File: src/rtl/ysyx_22040125_arb_pkg.sv
// Shared types and owner encodings for the IF/LSU memory arbiter.
package ysyx_22040125_arb_pkg;

  typedef enum logic [1:0] {
    StIdle    = 2'd0,
    StBusyIf  = 2'd1,
    StBusyLsu = 2'd2
  } state_e;

  localparam logic OWN_IF  = 1'b0;
  localparam logic OWN_LSU = 1'b1;

endpackage

File: src/rtl/ysyx_22040125_mem_arb_if.sv
// Bundle of IF, LSU and memory-port signals around the arbiter.
// slave: the arbiter's view; master: requesters plus memory model.
interface ysyx_22040125_mem_arb_if #(
  parameter int unsigned ADDR_W = 32,
  parameter int unsigned DATA_W = 64
);

  logic                  if_req_valid;
  logic                  if_req_ready;
  logic [ADDR_W-1:0]     if_req_addr;
  logic                  if_resp_valid;
  logic [DATA_W-1:0]     if_resp_rdata;

  logic                  lsu_req_valid;
  logic                  lsu_req_ready;
  logic [ADDR_W-1:0]     lsu_req_addr;
  logic                  lsu_req_wen;
  logic [DATA_W-1:0]     lsu_req_wdata;
  logic [DATA_W/8-1:0]   lsu_req_wmask;
  logic                  lsu_resp_valid;
  logic [DATA_W-1:0]     lsu_resp_rdata;

  logic                  mem_valid;
  logic [ADDR_W-1:0]     mem_addr;
  logic                  mem_wen;
  logic [DATA_W-1:0]     mem_wdata;
  logic [DATA_W/8-1:0]   mem_wmask;
  logic                  mem_rvalid;
  logic [DATA_W-1:0]     mem_rdata;

  modport slave (
    input  if_req_valid, if_req_addr,
    output if_req_ready, if_resp_valid, if_resp_rdata,
    input  lsu_req_valid, lsu_req_addr, lsu_req_wen, lsu_req_wdata, lsu_req_wmask,
    output lsu_req_ready, lsu_resp_valid, lsu_resp_rdata,
    output mem_valid, mem_addr, mem_wen, mem_wdata, mem_wmask,
    input  mem_rvalid, mem_rdata
  );

  modport master (
    output if_req_valid, if_req_addr,
    input  if_req_ready, if_resp_valid, if_resp_rdata,
    output lsu_req_valid, lsu_req_addr, lsu_req_wen, lsu_req_wdata, lsu_req_wmask,
    input  lsu_req_ready, lsu_resp_valid, lsu_resp_rdata,
    input  mem_valid, mem_addr, mem_wen, mem_wdata, mem_wmask,
    output mem_rvalid, mem_rdata
  );

endinterface

File: src/rtl/ysyx_22040125_arb_pick.sv
// Combinational winner selection between IF and LSU.
// Macro ARB_RR_EN: round-robin on contention; otherwise fixed LSU-over-IF priority.
module ysyx_22040125_arb_pick
  import ysyx_22040125_arb_pkg::*;
(
  input  logic if_valid,
  input  logic lsu_valid,
  input  logic last_lsu,
  output logic grant_if,
  output logic grant_lsu
);

`ifndef ARB_RR_EN
  logic unused_last_lsu;
  assign unused_last_lsu = last_lsu;
`endif

  always_comb begin
    grant_if  = 1'b0;
    grant_lsu = 1'b0;
    if (if_valid && lsu_valid) begin
`ifdef ARB_RR_EN
      // Contention goes to whoever did not own the previous grant.
      grant_lsu = (last_lsu == OWN_IF);
`else
      grant_lsu = 1'b1;
`endif
      grant_if = !grant_lsu;
    end else begin
      grant_if  = if_valid;
      grant_lsu = lsu_valid;
    end
  end

endmodule

File: src/rtl/ysyx_22040125_mem_arb.sv
// Single-owner arbiter sharing one memory port between IF and LSU.
// Optional macro ARB_RR_EN (in the picker) selects round-robin arbitration.
module ysyx_22040125_mem_arb
  import ysyx_22040125_arb_pkg::*;
(
  input logic                    clk,
  input logic                    rst,
  ysyx_22040125_mem_arb_if.slave bus
);

  state_e state_q, state_d;
  logic   last_lsu_q, last_lsu_d;
  logic   store_q, store_d;
  logic   grant_if, grant_lsu;

  ysyx_22040125_arb_pick u_pick (
    .if_valid  (bus.if_req_valid),
    .lsu_valid (bus.lsu_req_valid),
    .last_lsu  (last_lsu_q),
    .grant_if  (grant_if),
    .grant_lsu (grant_lsu)
  );

  always_ff @(posedge clk) begin
    if (!rst) begin
      state_q    <= StIdle;
      last_lsu_q <= OWN_IF;
      store_q    <= 1'b0;
    end else begin
      state_q    <= state_d;
      last_lsu_q <= last_lsu_d;
      store_q    <= store_d;
    end
  end

  always_comb begin
    state_d            = state_q;
    last_lsu_d         = last_lsu_q;
    store_d            = store_q;
    bus.if_req_ready   = 1'b0;
    bus.if_resp_valid  = 1'b0;
    bus.if_resp_rdata  = '0;
    bus.lsu_req_ready  = 1'b0;
    bus.lsu_resp_valid = 1'b0;
    bus.lsu_resp_rdata = '0;
    bus.mem_valid      = 1'b0;
    bus.mem_addr       = '0;
    bus.mem_wen        = 1'b0;
    bus.mem_wdata      = '0;
    bus.mem_wmask      = '0;

    // Everything stays quiet while reset is held.
    if (rst) begin
      unique case (state_q)
        StIdle: begin
          // mem_rvalid here is a stray completion and is deliberately ignored.
          if (grant_lsu) begin
            bus.lsu_req_ready = 1'b1;
            bus.mem_valid     = 1'b1;
            bus.mem_addr      = bus.lsu_req_addr;
            bus.mem_wen       = bus.lsu_req_wen;
            bus.mem_wdata     = bus.lsu_req_wdata;
            bus.mem_wmask     = bus.lsu_req_wmask;
            store_d           = bus.lsu_req_wen;
            last_lsu_d        = OWN_LSU;
            state_d           = StBusyLsu;
          end else if (grant_if) begin
            bus.if_req_ready = 1'b1;
            bus.mem_valid    = 1'b1;
            bus.mem_addr     = bus.if_req_addr;
            last_lsu_d       = OWN_IF;
            state_d          = StBusyIf;
          end
        end
        StBusyIf: begin
          if (bus.mem_rvalid) begin
            bus.if_resp_valid = 1'b1;
            bus.if_resp_rdata = bus.mem_rdata;
            state_d           = StIdle;
          end
        end
        StBusyLsu: begin
          if (bus.mem_rvalid) begin
            bus.lsu_resp_valid = 1'b1;
            bus.lsu_resp_rdata = store_q ? '0 : bus.mem_rdata;
            state_d            = StIdle;
          end
        end
        default: state_d = StIdle;
      endcase
    end
  end

endmodule
File: src/flat_wrapper.sv
// flat-port wrapper written by rule: the top's interface ports become plain ports
module ysyx_22040125_mem_arb_flat import ysyx_22040125_arb_pkg::*;
  (clk, rst, bus_if_req_valid, bus_if_req_addr, bus_if_req_ready, bus_if_resp_valid, bus_if_resp_rdata, bus_lsu_req_valid, bus_lsu_req_addr, bus_lsu_req_wen, bus_lsu_req_wdata, bus_lsu_req_wmask, bus_lsu_req_ready, bus_lsu_resp_valid, bus_lsu_resp_rdata, bus_mem_valid, bus_mem_addr, bus_mem_wen, bus_mem_wdata, bus_mem_wmask, bus_mem_rvalid, bus_mem_rdata);
  ysyx_22040125_mem_arb_if bus_i ();
  input logic clk;
  input logic rst;
  input wire logic [$bits(bus_i.if_req_valid)-1:0] bus_if_req_valid;
  input wire logic [$bits(bus_i.if_req_addr)-1:0] bus_if_req_addr;
  output wire logic [$bits(bus_i.if_req_ready)-1:0] bus_if_req_ready;
  output wire logic [$bits(bus_i.if_resp_valid)-1:0] bus_if_resp_valid;
  output wire logic [$bits(bus_i.if_resp_rdata)-1:0] bus_if_resp_rdata;
  input wire logic [$bits(bus_i.lsu_req_valid)-1:0] bus_lsu_req_valid;
  input wire logic [$bits(bus_i.lsu_req_addr)-1:0] bus_lsu_req_addr;
  input wire logic [$bits(bus_i.lsu_req_wen)-1:0] bus_lsu_req_wen;
  input wire logic [$bits(bus_i.lsu_req_wdata)-1:0] bus_lsu_req_wdata;
  input wire logic [$bits(bus_i.lsu_req_wmask)-1:0] bus_lsu_req_wmask;
  output wire logic [$bits(bus_i.lsu_req_ready)-1:0] bus_lsu_req_ready;
  output wire logic [$bits(bus_i.lsu_resp_valid)-1:0] bus_lsu_resp_valid;
  output wire logic [$bits(bus_i.lsu_resp_rdata)-1:0] bus_lsu_resp_rdata;
  output wire logic [$bits(bus_i.mem_valid)-1:0] bus_mem_valid;
  output wire logic [$bits(bus_i.mem_addr)-1:0] bus_mem_addr;
  output wire logic [$bits(bus_i.mem_wen)-1:0] bus_mem_wen;
  output wire logic [$bits(bus_i.mem_wdata)-1:0] bus_mem_wdata;
  output wire logic [$bits(bus_i.mem_wmask)-1:0] bus_mem_wmask;
  input wire logic [$bits(bus_i.mem_rvalid)-1:0] bus_mem_rvalid;
  input wire logic [$bits(bus_i.mem_rdata)-1:0] bus_mem_rdata;
  assign bus_i.if_req_valid = bus_if_req_valid;
  assign bus_i.if_req_addr = bus_if_req_addr;
  assign bus_if_req_ready = bus_i.if_req_ready;
  assign bus_if_resp_valid = bus_i.if_resp_valid;
  assign bus_if_resp_rdata = bus_i.if_resp_rdata;
  assign bus_i.lsu_req_valid = bus_lsu_req_valid;
  assign bus_i.lsu_req_addr = bus_lsu_req_addr;
  assign bus_i.lsu_req_wen = bus_lsu_req_wen;
  assign bus_i.lsu_req_wdata = bus_lsu_req_wdata;
  assign bus_i.lsu_req_wmask = bus_lsu_req_wmask;
  assign bus_lsu_req_ready = bus_i.lsu_req_ready;
  assign bus_lsu_resp_valid = bus_i.lsu_resp_valid;
  assign bus_lsu_resp_rdata = bus_i.lsu_resp_rdata;
  assign bus_mem_valid = bus_i.mem_valid;
  assign bus_mem_addr = bus_i.mem_addr;
  assign bus_mem_wen = bus_i.mem_wen;
  assign bus_mem_wdata = bus_i.mem_wdata;
  assign bus_mem_wmask = bus_i.mem_wmask;
  assign bus_i.mem_rvalid = bus_mem_rvalid;
  assign bus_i.mem_rdata = bus_mem_rdata;
  ysyx_22040125_mem_arb u_core (.clk(clk), .rst(rst), .bus(bus_i));
endmodule
File: config.mk
export PLATFORM = sky130hd
export DESIGN_NAME = ysyx_22040125_mem_arb_flat
export DESIGN_NICKNAME = d
export VERILOG_FILES = /design/src/rtl/ysyx_22040125_arb_pkg.sv /design/src/rtl/ysyx_22040125_mem_arb_if.sv /design/src/rtl/ysyx_22040125_arb_pick.sv /design/src/rtl/ysyx_22040125_mem_arb.sv /design/src/flat_wrapper.sv
export SDC_FILE = /design/constraint.sdc
export NUM_CORES = 1
export LEC_CHECK = 0
export ABC_AREA = 1
export CAP_MARGIN = 20
export CORE_AREA = 2 2 172 174
export DETAILED_ROUTE_END_ITERATION = 7
export DIE_AREA = 0 0 174 176
export GPL_ROUTABILITY_DRIVEN = 0
export HOLD_SLACK_MARGIN = 0.05
export SLEW_MARGIN = 15
export SYNTH_ARGS = -nofsm -noshare
export SYNTH_HDL_FRONTEND = slang
export SYNTH_SLANG_ARGS = --single-unit
File: constraint.sdc
create_clock -name clk -period 3.4 [get_ports clk]
set_input_delay 0.68 -clock clk [delete_from_list [all_inputs] [get_ports clk]]
set_output_delay 0.68 -clock clk [all_outputs]
set_load 0.02 [all_outputs]
==> flow_summary_export.csv <==
group,metric,value,unit
status,status,"finished clean",
cells_and_area,fin_nets,1137,
detailed_routing,routedWlPerCell,13.15,um
detailed_routing,viasPerCell,3.410,
clocking,cts_setup_buffers,0,
clocking,clk_latency,230,ps
sta,slew_headroom,75.79,%
placement,hpwlAfterDp,15110,um
clocking,h-tree-depth,1,
clocking,clk_pin_slew,30,ps
sta,fmax,0.3092,GHz
die,die_x,174,um
clocking,cts-resized-gates,0,
synth,ys_warn_count,0,
sta,hold_viol_final,0,
clocking,cts_sinks,3,
sta,finalSetupViolations,0,
placement,dp_slack,23.59,ps
power,p_clk_share,17.4,%
detailed_routing,wirelength,17240,um
die,ios,444,
flow_run,max-cap-violations,0,
sta,fin_setup_tns,0,ps
setup_path,ff2ff_path_depth,7,
setup_path,critPathMaxFanout,33,
setup_path,r2r_end,"u_core.state_q[1]",
sta,rsz0062_at_grt,"no",
hold_path,worstHoldStart,"u_core.store_q",
global_route,grt_pass1_wl,24670,um
setup_path,cp-start-kind,"input pin",
placement,dpl.cell_count,1307,
hold_path,hold_path_end,"u_core.store_q",
power,p_comb_share,78.8,%
power,p_switching,448.8,uW
clocking,numCtsBuffers,3,
power,cell_internal_pwr,640.5,uW
setup_path,critPathKind,"in2out",
hold_path,min_path_type,"reg2reg",
detailed_routing,post-route-drc-count,0,
global_route,track_usage,10.34,%
global_route,overflow,0,
synth,synth-seq-cells,3,
hold_path,hold_depth,2,
cells_and_area,final_common_cell,"clkdlybuf4s50_1",
placement,port_buffers,443,
placement,postPlaceCellArea,7373,um2
sta,period_share,95.13,%
sta,skew,3.694,ps
detailed_routing,first_pass_iters,4,
die,initial_core_util,8.836,%
sta,tightestPinTransition,363.1,ps
synth,synthCells,503,
die,core-area,28550,um2
die,num_rows,62,
setup_path,r2r-start,"u_core.state_q[1]",
setup_path,endpoint_kind,"output port",
die,die_area,30620,um2
global_route,grt_pass1_vias,4385,
power,finalPower,1089,uW
detailed_routing,ant_nets,0,
setup_path,r2r_slack,2170,ps
cells_and_area,drive_above_1_share,10.79,%
power,p_per_area,146.0,nW/um2
synth,ys_types,20,
global_route,grt_max_degree,74,
cells_and_area,final_cell_mix,"clkdlybuf4s50_1 (433), inv_1 (142), nor2_1 (129), nand2_1 (102), nor3_2 (60)",
global_route,antenna_found_initial,1,
power,leakage,0.003294,uW
cells_and_area,final.fill_count,3167,
clocking,clockRootBuffer,"clkbuf_16",
sta,min_period,3235,ps
synth,mappedNetlistArea,2522,um2
cells_and_area,diodes,0,
power,ir_worst_vdd,0.00008532,V
sta,drv_slew,0,
synth,synth_nets,712,
cells_and_area,finalInstanceArea,7460,um2
setup_path,required,2720,ps
synth,synth.avg_cell_area,5.015,um2
sta,fin_ws,165.4,ps
setup_path,arrival,2550,ps
detailed_routing,drt_iter0_drc,136,
synth,seq_area_frac_synth,2.381,%
detailed_routing,vias,4471,
clocking,clockBufferDepth,2,
cells_and_area,syn2layout_area_growth,195.7,%
power,p_seq_share,3.8,%
cells_and_area,stdcell_count,1311,
clocking,hold_buffers,0,
power,switching_share,41.20,%
clocking,cts_tree,"built",
die,die_h,176,um
-- power groups by stage --
stage          sequential [uW]  combinational, uW  clock (uW)
3_5_place_dp              41.5                873           0
5_1_grt                   41.4                920         194
3_3_place_gp              41.4                868           0
2_1_floorplan             40.9                367           0
4_1_cts                   41.1                876         193
6_report                  40.9                858         190
-- worst max-delay path by stage --
stage / start / to / slack (ps) / cells after the start
4_1_cts: rst / bus_mem_wdata[20] / 10 / 7
6_report: bus_if_req_valid / bus_mem_addr[3] / 170 / 7
2_1_floorplan: rst / bus_lsu_resp_rdata[0] / 1170 / 4
5_1_grt: bus_if_req_valid / bus_mem_addr[3] / 60 / 7
3_5_place_dp: rst / bus_mem_wdata[20] / 20 / 7
3_3_place_gp: rst / bus_mem_addr[3] / 20 / 7
-- stage by stage --
step | hold slack [ps] | util (%)
6_report | 480.1 | 26.13
2_1_floorplan | 445.0 | -
4_1_cts | 490.5 | 26.10
3_3_place_gp | 491.6 | 25.83
3_5_place_dp | 482.6 | 25.83
5_1_grt | 538.7 | 26.13
-- area by class of cell --
type	instances	area, um2	share of cell area, %
Clock buffer	4	78.83	1.057
Inverter	145	544.3	7.296
Timing Repair Buffer	455	4614	61.86
Sequential cell	3	60.06	0.8051
Tap cell	384	480.5	6.441
Multi-Input combinational cell	320	1682	22.54
-- registers in the layout, summed over array words and instances, names as in the netlist --
signal	cells
u_core.store_q	1
u_core.state_q	2
-- layer usage --
layer  vias to the layer above  share of wire [%]  routed length (um)  track usage (%)
met1                      1951                 35                5999            10.27
li1                       2251                  -                   -                -
met5                         -                  0                   0                0
met4                         0                1.2                 207            2.171
met2                       258                 54                9270            20.78
met3                        11                 10                1767            3.338
-- synth_stat cells --
cell      instances  area [um2]
nor3_1            4       20.02
clkbuf_1          4       15.01
nor2b_1           1       6.260
nor3_4            1       16.27
nand2_1         103       386.6
nor2_2            9       56.30
ha_1              3       37.54
nor3_2           60       600.6
nor2_1          129       484.2
nand3_1           2       10.01
inv_1           142       533.0
nor2_4            1       11.26
a21oi_1           4       20.02
inv_2             3       11.26
dfxtp_1           3       60.06
or2_1             1       6.260
o21ai_0           1       5.000
buf_2            18       90.09
nand2_2           1       6.260
buf_6            13       146.4
-- cells by family after synthesis --
kind of cell	after synthesis	synth area share, %
AND/OR/NAND/NOR	312	63.59
buffers and inverters	180	31.55
AO/OA/AOI/OAI	5	0.9919
adder cells (fa/ha/maj)	3	1.488
flip-flops	3	2.381
-- critical path: stages --
cell	delay, ps
clkdlybuf4s50_1	530
inv_1	100
nor3_4	200
buf_12	200
nand2_1	70
nand2_1	110
clkdlybuf4s50_1	630
(Power assumes the default switching activity.)
